==> config.mk <==
export PLATFORM = sky130hd
export DESIGN_NAME = mem_arbiter
export DESIGN_NICKNAME = d
export VERILOG_FILES = /design/src/rtl/cpu_pkg.sv /design/src/rtl/mem_arb_pick.sv /design/src/rtl/mem_arbiter.sv
export SDC_FILE = /design/constraint.sdc
export NUM_CORES = 1
export LEC_CHECK = 0
export BUFFER_PORTS_ARGS = -buffer_cell sky130_fd_sc_hd__buf_4
export CAP_MARGIN = 15
export CORE_AREA = 2 2 102 104
export DETAILED_ROUTE_END_ITERATION = 8
export DIE_AREA = 0 0 104 106
export PLACE_DENSITY = 0.68
export SETUP_SLACK_MARGIN = 0.15
export SYNTH_ARGS = -nofsm -noshare
export SYNTH_HDL_FRONTEND = slang
export SYNTH_HIERARCHICAL = 1
export SYNTH_SLANG_ARGS = --single-unit
==> constraint.sdc <==
create_clock -name clk -period 1.85 [get_ports clk]
set_input_delay 0.2775 -clock clk [delete_from_list [all_inputs] [get_ports clk]]
set_output_delay 0.2775 -clock clk [all_outputs]
set_load 0.02 [all_outputs]
==> src/rtl/cpu_pkg.sv <==
// Shared CPU memory-side types: response owner encoding and arbiter defaults.
package cpu_pkg;

  typedef enum logic [1:0] {
    OWN_NONE = 2'd0,
    OWN_IF   = 2'd1,
    OWN_D    = 2'd2
  } owner_e;

  localparam int STARVE_LIMIT_DEF = 4;
  localparam int WORD_W           = 32;

endpackage

==> src/rtl/mem_arb_pick.sv <==
// Two-input priority picker: hi wins unless lo has watched LIMIT consecutive hi grants.
// Grant is combinational in the request cycle; requesters hold req until granted.
module mem_arb_pick
  import cpu_pkg::*;
#(
  parameter int LIMIT = STARVE_LIMIT_DEF
) (
  input  logic clk,
  input  logic i_reset,
  input  logic i_hi_req,
  input  logic i_lo_req,
  output logic o_hi_gnt,
  output logic o_lo_gnt
);

  localparam int            CW      = (LIMIT < 1) ? 1 : $clog2(LIMIT + 1);
  localparam logic [CW-1:0] CNT_MAX = CW'(LIMIT);

  logic [CW-1:0] cnt_q, cnt_d;
  logic          force_lo;

  always_comb begin
    force_lo = (cnt_q == CNT_MAX);
    o_lo_gnt = 1'b0;
    o_hi_gnt = 1'b0;
    if (!i_reset) begin
      o_lo_gnt = i_lo_req && (!i_hi_req || force_lo);
      o_hi_gnt = i_hi_req && !o_lo_gnt;
    end
  end

  // Counts hi grants only while lo is actually waiting; saturates at the limit.
  always_comb begin
    cnt_d = cnt_q;
    if (i_reset || !i_lo_req || o_lo_gnt) begin
      cnt_d = '0;
    end else if (o_hi_gnt && (cnt_q != CNT_MAX)) begin
      cnt_d = cnt_q + CW'(1);
    end
  end

  always_ff @(posedge clk) begin
    if (i_reset) begin
      cnt_q <= '0;
    end else begin
      cnt_q <= cnt_d;
    end
  end

endmodule

==> src/rtl/mem_arbiter.sv <==
// Arbitrates fetch and data ports onto one single-cycle memory; grant in cycle N, response in N+1.
// Data has priority; fetch is forced after STARVE_LIMIT consecutive data grants while it waits.
module mem_arbiter
  import cpu_pkg::*;
#(
  parameter int STARVE_LIMIT = STARVE_LIMIT_DEF,
  parameter int AW           = 30
) (
  input  logic              clk,
  input  logic              i_reset,
  input  logic              i_if_req,
  input  logic [31:0]       i_if_addr,
  output logic              o_if_gnt,
  output logic              o_if_valid,
  output logic [31:0]       o_if_data,
  input  logic              i_d_req,
  input  logic              i_d_we,
  input  logic [31:0]       i_d_addr,
  input  logic [31:0]       i_d_wdata,
  output logic              o_d_gnt,
  output logic              o_d_valid,
  output logic [31:0]       o_d_rdata,
  output logic              o_mem_en,
  output logic              o_mem_we,
  output logic [AW-1:0]     o_mem_addr,
  output logic [31:0]       o_mem_wdata,
  input  logic [31:0]       i_mem_rdata
);

  logic   if_gnt, d_gnt;
  owner_e own_q, own_d;
  logic   store_q, store_d;
  logic   if_resp, d_resp;
  logic [WORD_W-1:0] if_data_q, if_data_d;
  logic [WORD_W-1:0] d_rdata_q, d_rdata_d;
  logic [WORD_W-1:0] d_resp_dat;
  logic   unused_addr_lsb;

  assign unused_addr_lsb = ^{i_if_addr[1:0], i_d_addr[1:0]};

  mem_arb_pick #(
    .LIMIT(STARVE_LIMIT)
  ) u_pick (
    .clk      (clk),
    .i_reset  (i_reset),
    .i_hi_req (i_d_req),
    .i_lo_req (i_if_req),
    .o_hi_gnt (d_gnt),
    .o_lo_gnt (if_gnt)
  );

  // Owner of the next-cycle response; a store remembers it must return zero data.
  always_comb begin
    own_d   = OWN_NONE;
    store_d = 1'b0;
    if (!i_reset) begin
      if (d_gnt) begin
        own_d   = OWN_D;
        store_d = i_d_we;
      end else if (if_gnt) begin
        own_d   = OWN_IF;
      end
    end
  end

  always_ff @(posedge clk) begin
    if (i_reset) begin
      own_q   <= OWN_NONE;
      store_q <= 1'b0;
    end else begin
      own_q   <= own_d;
      store_q <= store_d;
    end
  end

  // Response side: memory data is only valid in the cycle after the grant, so it is
  // forwarded directly and captured so the outputs hold between pulses.
  always_comb begin
    if_resp    = !i_reset && (own_q == OWN_IF);
    d_resp     = !i_reset && (own_q == OWN_D);
    d_resp_dat = store_q ? '0 : i_mem_rdata;
    if_data_d  = if_resp ? i_mem_rdata : if_data_q;
    d_rdata_d  = d_resp ? d_resp_dat : d_rdata_q;
  end

  always_ff @(posedge clk) begin
    if (i_reset) begin
      if_data_q <= '0;
      d_rdata_q <= '0;
    end else begin
      if_data_q <= if_data_d;
      d_rdata_q <= d_rdata_d;
    end
  end

  always_comb begin
    o_if_gnt    = if_gnt;
    o_d_gnt     = d_gnt;
    o_if_valid  = if_resp;
    o_d_valid   = d_resp;
    o_if_data   = i_reset ? '0 : if_data_d;
    o_d_rdata   = i_reset ? '0 : d_rdata_d;
    o_mem_en    = if_gnt || d_gnt;
    o_mem_we    = d_gnt && i_d_we;
    o_mem_addr  = '0;
    o_mem_wdata = '0;
    if (d_gnt) begin
      o_mem_addr = i_d_addr[AW+1:2];
      if (i_d_we) begin
        o_mem_wdata = i_d_wdata;
      end
    end else if (if_gnt) begin
      o_mem_addr = i_if_addr[AW+1:2];
    end
  end

endmodule

==> run_results.csv, run 1 <==
group,metric,value,unit
status,violations,"setup timing",
timing,setup_repair_after_global_routing_missed_its_margin,"true",
synth,synth_cell_types,22,
timing,finalCriticalPeriod,2.17,ns
global_routing,pin_count_of_the_biggest_net_entering_global_routing,41,
floorplan,floorplan.core_area,10000,µm²
drt,drtAntennaViolNets,0,
placement,dp_hpwl,10500,µm
placement,detailed_place.area,5420,µm²
status,outcome,"finished, violations left",
placement,globalplace.congestion,0.849,
power,total_leakage_power,3.79,nW
timing,worstMarginPinSlew,0.920,ns
setup_path,crit_path_max_incr_delay,0.35,ns
placement,post-place-cells,768,
clock_tree,tritoncts,"yes",
synth,synth_seq_cells,70,
synth,yosysSeqAreaShare,0.440,
synth,synth.top_cells.by_area,"sky130_fd_sc_hd__dfxtp_1, sky130_fd_sc_hd__nand2_1, sky130_fd_sc_hd__a21oi_1",
synth,synth-edff-count,0,
synth,netlist_area,3190,µm²
timing,hold_slack,0.190,ns
timing,finalWorstSetupSlack,-0.320,ns
floorplan,rows,37,
timing,final_hold_viol_count,0,
power,fin_total_pwr,0.00433,W
drt,routed_wl,22000,µm
synth,syn_area_per_cell,8.13,µm²
global_routing,overall_fraction_of_global_route_tracks_in_use,0.315,
setup_path,cp_max_fo,10,
timing,setup_violations,129,
power,maximum_vdd_ir_drop,0.000403,V
timing,max-slew-margin-rel,0.386,
clock_tree,clk_buf_depth,2,
synth,ys_dominant_reg_cell,"sky130_fd_sc_hd__dfxtp_1",
synth,yosys_warnings,6,
clock_tree,cts.hold.buffers_added,0,
setup_path,worst_path_max_delay_cell,"sky130_fd_sc_hd__dfxtp_2",
clock_tree,cts_buffers,9,
layout,layout-drive-gt1-share,0.767,
global_routing,wire_length_of_the_first_global_routing_pass,26600,µm
floorplan,die-area,11000,µm²
floorplan,top_level_ports,265,
drt,post-route-drc-count,0,
clock_tree,clock-sinks,70,
clock_tree,clk_root_buffer_cell,"sky130_fd_sc_hd__clkbuf_8",
layout,stdcell_area,8270,µm²
drt,drt_iter0_drc,304,
hold_path,hold_class,"primary input to flop",
layout,final_net_count,873,
floorplan,die-height,106,µm
setup_path,cp-start-kind,"flop",
synth,synth_nets,527,
floorplan,floorplan.die.width,104,µm
timing,maxSlewViolCount,0,
setup_path,critical_path.endpoint_type,"primary output",
run,maxCapViolCount,0,
global_routing,total_congestion_overflow,0,
timing,fmax,0.461,GHz
synth,netlist.area_leader.share,0.440,
synth,cell_type_with_the_largest_total_area_after_synthesis,"sky130_fd_sc_hd__dfxtp_1",
setup_path,worstSetupPathType,"flop to primary output",
synth,ys_async_sr_fraction,0,
global_routing,grt_pass1_vias,4726,
global_routing,grt_antenna_before_repair,0,
setup_path,cp_data_required_time,1.57,ns
clock_tree,cts_max_level,3,
drt,routedWlPerCell,25.0,µm
clock_tree,path_clk_slew,0.09,ns
timing,final.setup_skew,0.0213,ns
floorplan,start_util,0.319,
layout,area_growth,160,%
timing,timing.final.crit_share,1.17,
setup_path,crit_top_cell,"sky130_fd_sc_hd__buf_6",
setup_path,cp_cell_sequence,"inv_2 > ha_4 > buf_6 > a31oi_4 > buf_6 > nor2b_4 > buf_12 > a22o_4 > buf_6",
drt,drt_pass1_iterations,5,
power,power_per_cell_area,524,nW/µm²
layout,antenna_diode_count,0,
clock_tree,insertion_delay,0.37,ns
placement,portBuffers,260,
drt,routed-via-count,4848,
layout,final_cell_count_no_fill,878,
synth,synthCells,392,
setup_path,cp.arrival,1.89,ns
drt,routed_via_density,5.52,
[stage by stage]
stage	utilization	setup TNS, ns	worst slack (ns)
6_report	0.827	-26.52	-0.320
5_1_grt	0.827	-32.02	-0.370
4_1_cts	0.750	-18.26	-0.288
3_5_place_dp	0.542	-14.23	-0.352
3_3_place_gp	0.542	-9.24	-0.219
2_1_floorplan	-	0	0.0825
[flip-flops by register name (all words and copies together) (netlist names)]
name and cells:
d_rdata_q 32, if_data_q 32, u_pick/cnt_q 3, own_q 2, store_q 1
[per-layer routing]
layer / global-route usage / part of all wire
met3: 0.0865 / 0.072
met2: 0.594 / 0.51
met1: 0.328 / 0.34
met5: 0 / 0
met4: 0.133 / 0.070
[repair_timing]
action	4_1_cts	5_1_grt
endpoints found under the setup margin	132	132
gates cloned	16	3
buffers inserted	56	20
pin swaps	90	64
resized for setup	286	120
[cell usage after synthesis, types with 2 or more instances]
library cell,n
sky130_fd_sc_hd__buf_6,3
sky130_fd_sc_hd__and3_1,32
sky130_fd_sc_hd__a22o_1,30
sky130_fd_sc_hd__nor2_1,2
sky130_fd_sc_hd__ha_1,2
sky130_fd_sc_hd__nor3_1,2
sky130_fd_sc_hd__inv_1,4
sky130_fd_sc_hd__nand3b_1,32
sky130_fd_sc_hd__nand2b_1,5
sky130_fd_sc_hd__nand2_1,96
sky130_fd_sc_hd__a21oi_1,64
sky130_fd_sc_hd__buf_2,15
sky130_fd_sc_hd__buf_4,7
sky130_fd_sc_hd__clkbuf_1,15
sky130_fd_sc_hd__dfxtp_1,70
sky130_fd_sc_hd__nor2b_1,7
[critical path: cells and delay by family, from the launching register on]
family	cells	cell delay (ns)
adder cells (fa/ha/maj)	1	0.16
buffers and inverters	5	0.58
AO/OA/AOI/OAI	2	0.39
AND/OR/NAND/NOR	1	0.05
flip-flops	1	0.35
[area by class of cell]
class | count | area (µm²)
flip-flops and latches | 70 | 1410
inverters | 4 | 15.0
clock buffers | 9 | 124
fillers | 519 | 1730
multi-input cells | 279 | 2650
clock inverters | 6 | 111
well taps | 136 | 170
repair buffers | 374 | 3780
[final timing paths]
kind | from | end | slack [ns] | cells past startpoint
worst max-delay path | u_pick/cnt_q[1]$_SDFFE_PP0P_ | o_mem_addr[11] | -0.32 | 9
worst min-delay path | i_mem_rdata[10] | if_data_q[10]$_DFF_P_ | 0.19 | 3
worst max register to register | own_q[0]$_SDFF_PP0_ | if_data_q[6]$_DFF_P_ | 0.15 | 11
worst min register to register | if_data_q[4]$_DFF_P_ | if_data_q[4]$_DFF_P_ | 0.47 | 2
[placed cells by master (no fill, tap or decap), types with 5 or more instances in the layout]
| cell type | count |
|---|---|
| sky130_fd_sc_hd__buf_4 | 201 |
| sky130_fd_sc_hd__and3_4 | 7 |
| sky130_fd_sc_hd__nor2b_4 | 5 |
| sky130_fd_sc_hd__a21oi_2 | 36 |
| sky130_fd_sc_hd__nand2_2 | 7 |
| sky130_fd_sc_hd__dfxtp_1 | 65 |
| sky130_fd_sc_hd__nand2_4 | 50 |
| sky130_fd_sc_hd__buf_16 | 10 |
| sky130_fd_sc_hd__and3_2 | 20 |
| sky130_fd_sc_hd__clkbuf_8 | 9 |
| sky130_fd_sc_hd__buf_12 | 13 |
| sky130_fd_sc_hd__nand3b_1 | 32 |
| sky130_fd_sc_hd__a22o_4 | 10 |
| sky130_fd_sc_hd__a21oi_4 | 28 |
| sky130_fd_sc_hd__a22o_1 | 20 |
| sky130_fd_sc_hd__nand2_1 | 39 |
| sky130_fd_sc_hd__and3_1 | 5 |
| sky130_fd_sc_hd__buf_6 | 145 |
[where the power goes]
| group | leakage [nW] | total (W) | switching (W) | internal (W) |
|---|---|---|---|---|
| combinational | 3.10 | 0.00121 | 0.000575 | 0.000635 |
| sequential | 0.570 | 0.00157 | 0.0000278 | 0.00154 |
| clock | 0.115 | 0.00155 | 0.000664 | 0.000889 |
[cells by family after synthesis]
logic type               Yosys count  synth area share
buffers and inverters             44            0.0731
AO/OA/AOI/OAI                     97             0.192
adder cells (fa/ha/maj)            2           0.00785
flip-flops                        70             0.440
AND/OR/NAND/NOR                  179             0.287
(Power assumes the default switching activity.)
==> inputs of run 2 (changes only) <==
==> constraint.sdc (replaced) <==
create_clock -name clk -period 1.85 [get_ports clk]
set_input_delay 0 -clock clk [delete_from_list [all_inputs] [get_ports clk]]
set_output_delay 0 -clock clk [all_outputs]
set_load 0.02 [all_outputs]
==> run 2 against run 1 <==
Net effect:
- the flow still finishes with violations (setup timing)
- sequential cell count unchanged
- core utilization decreased by 18 points
- worst setup slack better by 0.28 ns
- die area unchanged
- wire length down 29%
- fmax rose by 15%
- clock power decreased by 25%
- power decreased by 14%
- design area down 21%
- critical endpoint is now o_mem_addr[25]
- highest routed layer unchanged
==> run_results.csv, run 2 (synthesis gave the netlist of run 1 again) <==
group,metric,value,unit
run,maxCapViolCount,0,
setup_path,cp.arrival,1.89,ns
clock_tree,cts_max_level,3,
global_routing,overall_fraction_of_global_route_tracks_in_use,0.268,
floorplan,die-area,11000,µm²
drt,routed_via_density,4.93,
layout,final_net_count,828,
layout,layout-drive-gt1-share,0.502,
placement,detailed_place.area,5240,µm²
floorplan,start_util,0.319,
placement,portBuffers,260,
floorplan,top_level_ports,265,
setup_path,cp_data_required_time,1.85,ns
layout,most-common-layout-cells,"sky130_fd_sc_hd__buf_4, sky130_fd_sc_hd__nand2_1, sky130_fd_sc_hd__buf_6, sky130_fd_sc_hd__dfxtp_1, sky130_fd_sc_hd__a21oi_1",
placement,dp_hpwl,11000,µm
power,total_leakage_power,2.94,nW
clock_tree,clk_buf_depth,2,
floorplan,rows,37,
drt,post-route-drc-count,0,
hold_path,hold_class,"primary input to flop",
clock_tree,clk_root_buffer_cell,"sky130_fd_sc_hd__clkbuf_8",
timing,finalCriticalPeriod,1.89,ns
global_routing,grt_pass1_vias,4159,
drt,routed-via-count,4100,
clock_tree,insertion_delay,0.35,ns
layout,layout_commonest_cell,"sky130_fd_sc_hd__buf_4",
timing,worstMarginPinSlew,0.481,ns
clock_tree,clock-sinks,70,
timing,timing.final.crit_share,1.02,
layout,final_cell_count_no_fill,831,
layout,stdcell_area,6510,µm²
global_routing,wire_length_of_the_first_global_routing_pass,22800,µm
placement,post-place-cells,764,
global_routing,grt_antenna_before_repair,0,
status,violations,"setup timing",
layout,antenna_diode_count,0,
timing,final.setup_skew,0.00690,ns
power,power_per_cell_area,571,nW/µm²
layout,area_growth,104,%
timing,maxSlewViolCount,0,
setup_path,cp-start-kind,"flop",
floorplan,floorplan.core_area,10000,µm²
timing,finalWorstSetupSlack,-0.0444,ns
clock_tree,tritoncts,"yes",
drt,drt_iter0_drc,242,
drt,routedWlPerCell,18.7,µm
clock_tree,path_clk_slew,0.07,ns
drt,routed_wl,15600,µm
global_routing,total_congestion_overflow,0,
drt,drtAntennaViolNets,0,
layout,nFillCells,838,
setup_path,cp_max_fo,16,
floorplan,die-height,106,µm
timing,final_hold_viol_count,0,
floorplan,floorplan.die.width,104,µm
timing,max-slew-margin-rel,0.679,
setup_path,critical_path.endpoint_type,"primary output",
placement,globalplace.congestion,0.963,
timing,setup_repair_after_global_routing_missed_its_margin,"true",
setup_path,worstSetupPathType,"flop to primary output",
status,outcome,"finished, violations left",
timing,fmax,0.528,GHz
power,maximum_vdd_ir_drop,0.000338,V
layout,largest_regs,"d_rdata_q x32, if_data_q x32, u_pick/cnt_q x3",
timing,setup_violations,33,
global_routing,pin_count_of_the_biggest_net_entering_global_routing,43,
clock_tree,cts_buffers,9,
drt,drt_pass1_iterations,4,
placement,detailedPlace.worstSlack,-0.297,ns
## run 2: final timing paths
kind | start | to | slack, ns | cells past startpoint
hold / removal | i_reset | u_pick/cnt_q[2]$_SDFFE_PP0P_ | 0.03 | 3
hold reg to reg | d_rdata_q[17]$_DFF_P_ | d_rdata_q[17]$_DFF_P_ | 0.46 | 2
setup / recovery | u_pick/cnt_q[0]$_SDFFE_PP0P_ | o_mem_addr[25] | -0.04 | 9
setup reg to reg | u_pick/cnt_q[0]$_SDFFE_PP0P_ | own_q[1]$_SDFF_PP0_ | 0.26 | 9
## run 2: metrics by stage
step                      setup TNS [ns]  power (W)  hold WS [ns]  utilization
after detailed placement           -8.86    0.00235         0.285        0.524
after CTS                        -0.0735    0.00370       0.00836        0.636
after global placement             -4.71    0.00234         0.281        0.524
final                             -0.568    0.00372        0.0262        0.651
after floorplan                        0    0.00192         0.133            -
after global routing               -3.73    0.00386        0.0165        0.651
## run 2: report_power, final
| part | total (W) | internal, W | switching (W) |
|---|---|---|---|
| clock | 0.00117 | 0.000635 | 0.000535 |
| combinational | 0.000985 | 0.000541 | 0.000444 |
| sequential | 0.00156 | 0.00155 | 0.0000159 |
## run 2: routing by layer
metal  up-vias  global-route usage  routed length, µm
met1      1919               0.280               5760
met5         -                   0                  0
met2       196               0.473               7870
met3        42              0.0956               1100
met4         0               0.145                816
li1       1943                   -                  -
## run 2: layout make-up
class,count,area [µm²],share of cell area
Inverter,4,15.0,0.00231
Sequential cell,70,1410,0.216
Tap cell,136,170,0.0261
Timing Repair Buffer,329,3000,0.461
Clock buffer,11,141,0.0217
Clock inverter,2,35.0,0.00538
Multi-Input combinational cell,279,1740,0.267
## run 2: what timing repair did
item | in CTS | in global routing
hold buffers | 34 | 0
endpoints found under the setup margin | 99 | 128
cloned | 5 | 4
pin swaps | 5 | 5
endpoints found under the hold margin | 65 | 0
resized for setup | 106 | 17
setup buffers | 9 | 2
## run 2: worst max-delay path, stage by stage (launching register included)
cell	delay [ns]
sky130_fd_sc_hd__dfxtp_2	0.34
sky130_fd_sc_hd__inv_2	0.05
sky130_fd_sc_hd__ha_4	0.16
sky130_fd_sc_hd__buf_6	0.12
sky130_fd_sc_hd__a31oi_4	0.19
sky130_fd_sc_hd__buf_6	0.16
sky130_fd_sc_hd__nor2b_4	0.04
sky130_fd_sc_hd__buf_12	0.14
sky130_fd_sc_hd__a22o_1	0.21
sky130_fd_sc_hd__buf_6	0.14
==> inputs of run 3 (changes only) <==
- ABC_AREA: not set -> 1
- PLACE_DENSITY: 0.68 -> 0.72
==> run 3 against run 2 <==
Net effect:
- the flow now finishes without violations
- critical path type unchanged
- highest routed layer unchanged
- core utilization up 7.5 points
- register-to-register slack better by 0.18 ns
- die area unchanged
- critical path depth down 1
- fmax up 5.2%
- combinational power up 18%
- synthesized area up 12%
- synthesized cell count up 49%
- count of clock-buffer cells in the layout up 2
- worst setup slack better by 0.094 ns
==> run_results.csv, run 3 <==
group,metric,value,unit
layout,most-common-layout-cells,"sky130_fd_sc_hd__nand2_1, sky130_fd_sc_hd__buf_4, sky130_fd_sc_hd__nand3_1, sky130_fd_sc_hd__inv_1, sky130_fd_sc_hd__dfxtp_1",
synth,ys_dominant_reg_cell,"sky130_fd_sc_hd__dfxtp_1",
layout,nFillCells,774,
layout,multiInputGateArea,2080,µm²
floorplan,die-area,11000,µm²
timing,final_hold_viol_count,0,
floorplan,floorplan.die.width,104,µm
synth,yosys_warnings,6,
timing,maxSlewViolCount,0,
clock_tree,cts_max_level,3,
floorplan,rows,37,
drt,routed-via-count,4925,
drt,drtAntennaViolNets,0,
drt,routed_via_density,4.76,
layout,largest_regs,"d_rdata_q x32, if_data_q x32, u_pick/cnt_q x3",
synth,synth.top_cells.by_count,"sky130_fd_sc_hd__nand2_1, sky130_fd_sc_hd__nand3_1, sky130_fd_sc_hd__inv_1",
drt,drt_iter0_drc,220,
setup_path,cp_max_fo,6,
layout,area_growth,103,%
setup_path,cp_data_required_time,1.85,ns
synth,netlist.area_leader.share,0.392,
placement,portBuffers,260,
timing,final.setup_skew,0.00908,ns
global_routing,pin_count_of_the_biggest_net_entering_global_routing,95,
timing,setup_violations,0,
global_routing,wire_length_of_the_first_global_routing_pass,21700,µm
layout,antenna_diode_count,0,
drt,post-route-drc-count,0,
global_routing,grt_pass1_vias,4376,
floorplan,floorplan.core_area,10000,µm²
floorplan,start_util,0.357,
clock_tree,cts_buffers,9,
power,power_per_cell_area,574,nW/µm²
timing,max-slew-margin-rel,0.775,
drt,routed_wl,16800,µm
setup_path,cp.arrival,1.80,ns
synth,synthCells,584,
synth,synth_cell_types,18,
clock_tree,tritoncts,"yes",
timing,setup_repair_after_global_routing_missed_its_margin,"true",
placement,globalplace.congestion,0.966,
synth,synth.top_cells.by_area,"sky130_fd_sc_hd__dfxtp_1, sky130_fd_sc_hd__nand2_1, sky130_fd_sc_hd__nand3_1",
power,total_leakage_power,4.10,nW
hold_path,hold_class,"primary input to flop",
clock_tree,clk_root_buffer_cell,"sky130_fd_sc_hd__clkbuf_8",
synth,syn_area_per_cell,6.11,µm²
placement,dp_hpwl,10200,µm
status,outcome,"complete, no violations",
timing,fmax,0.555,GHz
timing,timing.final.crit_share,0.973,
synth,synth_seq_cells,70,
timing,finalSetupTns,0,ns
run,maxCapViolCount,0,
global_routing,total_congestion_overflow,0,
floorplan,top_level_ports,265,
clock_tree,path_clk_slew,0.07,ns
layout,stdcell_area,7260,µm²
global_routing,overall_fraction_of_global_route_tracks_in_use,0.250,
power,maximum_vdd_ir_drop,0.000476,V
drt,drt_pass1_iterations,4,
drt,routedWlPerCell,16.3,µm
synth,synth_nets,719,
layout,layout-drive-gt1-share,0.447,
synth,synth-edff-count,0,
timing,finalCriticalPeriod,1.80,ns
layout,final_net_count,1028,
setup_path,critical_path.endpoint_type,"primary output",
floorplan,die-height,106,µm
clock_tree,clk_buf_depth,2,
setup_path,worstSetupPathType,"flop to primary output",
synth,ys_async_sr_fraction,0,
layout,sequential_cell_area,1410,µm²
clock_tree,clock-sinks,70,
synth,cell_type_with_the_largest_total_area_after_synthesis,"sky130_fd_sc_hd__dfxtp_1",
clock_tree,insertion_delay,0.34,ns
synth,netlist_area,3570,µm²
placement,detailed_place.area,5610,µm²
layout,layout_commonest_cell,"sky130_fd_sc_hd__nand2_1",
timing,worstMarginPinSlew,0.336,ns
synth,yosys.cell_count.top_type,"sky130_fd_sc_hd__nand2_1",
global_routing,grt_antenna_before_repair,0,
synth,yosysSeqAreaShare,0.392,
setup_path,cp-start-kind,"flop",
run 3: changes by cell type after synthesis, sizes merged, moves of 2 or more:
| cell | delta |
|---|---|
| and3 | -32 |
| a21oi | -62 |
| nand2 | +159 |
| inv | +73 |
| nor2b | -7 |
| buf | +7 |
| nand3 | +97 |
| a22o | -30 |
| nand3b | -32 |
| nor3 | -2 |
| nor2 | +38 |
| nand2b | -5 |
| clkbuf | -9 |
run 3: layout make-up:
class,instances,share of cell area
clock buffers,13,0.0233
repair buffers,333,0.419
multi-input cells,401,0.286
repair inverters,1,0.00121
well taps,136,0.0234
inverters,77,0.0439
flip-flops and latches,70,0.194
clock inverters,3,0.00896
run 3: kinds of logic (layout without fill, tap and decap cells):
| group | count (synthesis) | after routing | synth area share |
|---|---|---|---|
| adders and majority gates | 2 | 2 | 0.00701 |
| DFF | 70 | 70 | 0.392 |
| AOI/OAI and AO/OA | 2 | 2 | 0.00280 |
| xor gates and xnor gates | 1 | 1 | 0.00245 |
| buffers and inverters | 115 | 427 | 0.139 |
| and+or+nand+nor | 394 | 396 | 0.456 |
run 3: layer usage:
layer / vias up / part of all wire / track usage
met3: 46 / 0.066 / 0.0742
met2: 224 / 0.53 / 0.466
li1: 2387 / - / -
met5: - / 0 / 0
met1: 2268 / 0.36 / 0.265
met4: 0 / 0.041 / 0.0965
run 3: report_power, final:
group          total (W)  internal [W]  switching (W)
Clock            0.00143      0.000869       0.000566
Sequential       0.00158       0.00156      0.0000182
Combinational    0.00116      0.000578       0.000581
run 3: per-stage QoR:
| step | total power [W] | util | setup slack (ns) | hold slack, ns | cells |
|---|---|---|---|---|---|
| after floorplan | 0.00201 | - | 0.164 | 0.0718 | 584 |
| after global placement | 0.00246 | 0.561 | 0.362 | 0.220 | 952 |
| after detailed placement | 0.00247 | 0.561 | 0.305 | 0.219 | 952 |
| after CTS | 0.00399 | 0.632 | 0.0970 | 0.101 | 1009 |
| after global routing | 0.00434 | 0.726 | -0.00298 | 0.247 | 1034 |
| final | 0.00417 | 0.726 | 0.0492 | 0.263 | 1034 |
run 3: worst paths after layout:
check	start	cells past startpoint	endpoint	slack (ns)
worst max-delay path	u_pick/cnt_q[1]$_SDFFE_PP0P_	8	o_mem_addr[11]	0.05
worst min-delay path	i_d_we	5	store_q$_SDFF_PP0_	0.26
worst min register to register	if_data_q[24]$_DFF_P_	2	if_data_q[24]$_DFF_P_	0.48
worst max register to register	u_pick/cnt_q[1]$_SDFFE_PP0P_	9	store_q$_SDFF_PP0_	0.44
run 3: worst max-delay path, cell delays in order, from the launching register on:
cell                      delay [ns]
sky130_fd_sc_hd__dfxtp_2        0.33
sky130_fd_sc_hd__inv_2          0.06
sky130_fd_sc_hd__ha_4           0.15
sky130_fd_sc_hd__nand2_4        0.07
sky130_fd_sc_hd__a21oi_4        0.33
sky130_fd_sc_hd__buf_6          0.20
sky130_fd_sc_hd__nand3_2        0.10
sky130_fd_sc_hd__nand2_2        0.10
sky130_fd_sc_hd__buf_6          0.12
run 3: timing repair:
action | CTS | global route
setup buffers | 4 | 9
pin swaps | 1 | 28
gates resized for setup | 19 | 175
endpoints found under the setup margin | 127 | 122
gates cloned | 2 | 16
hold buffers | 35 | 0
endpoints found under the hold margin | 64 | 0
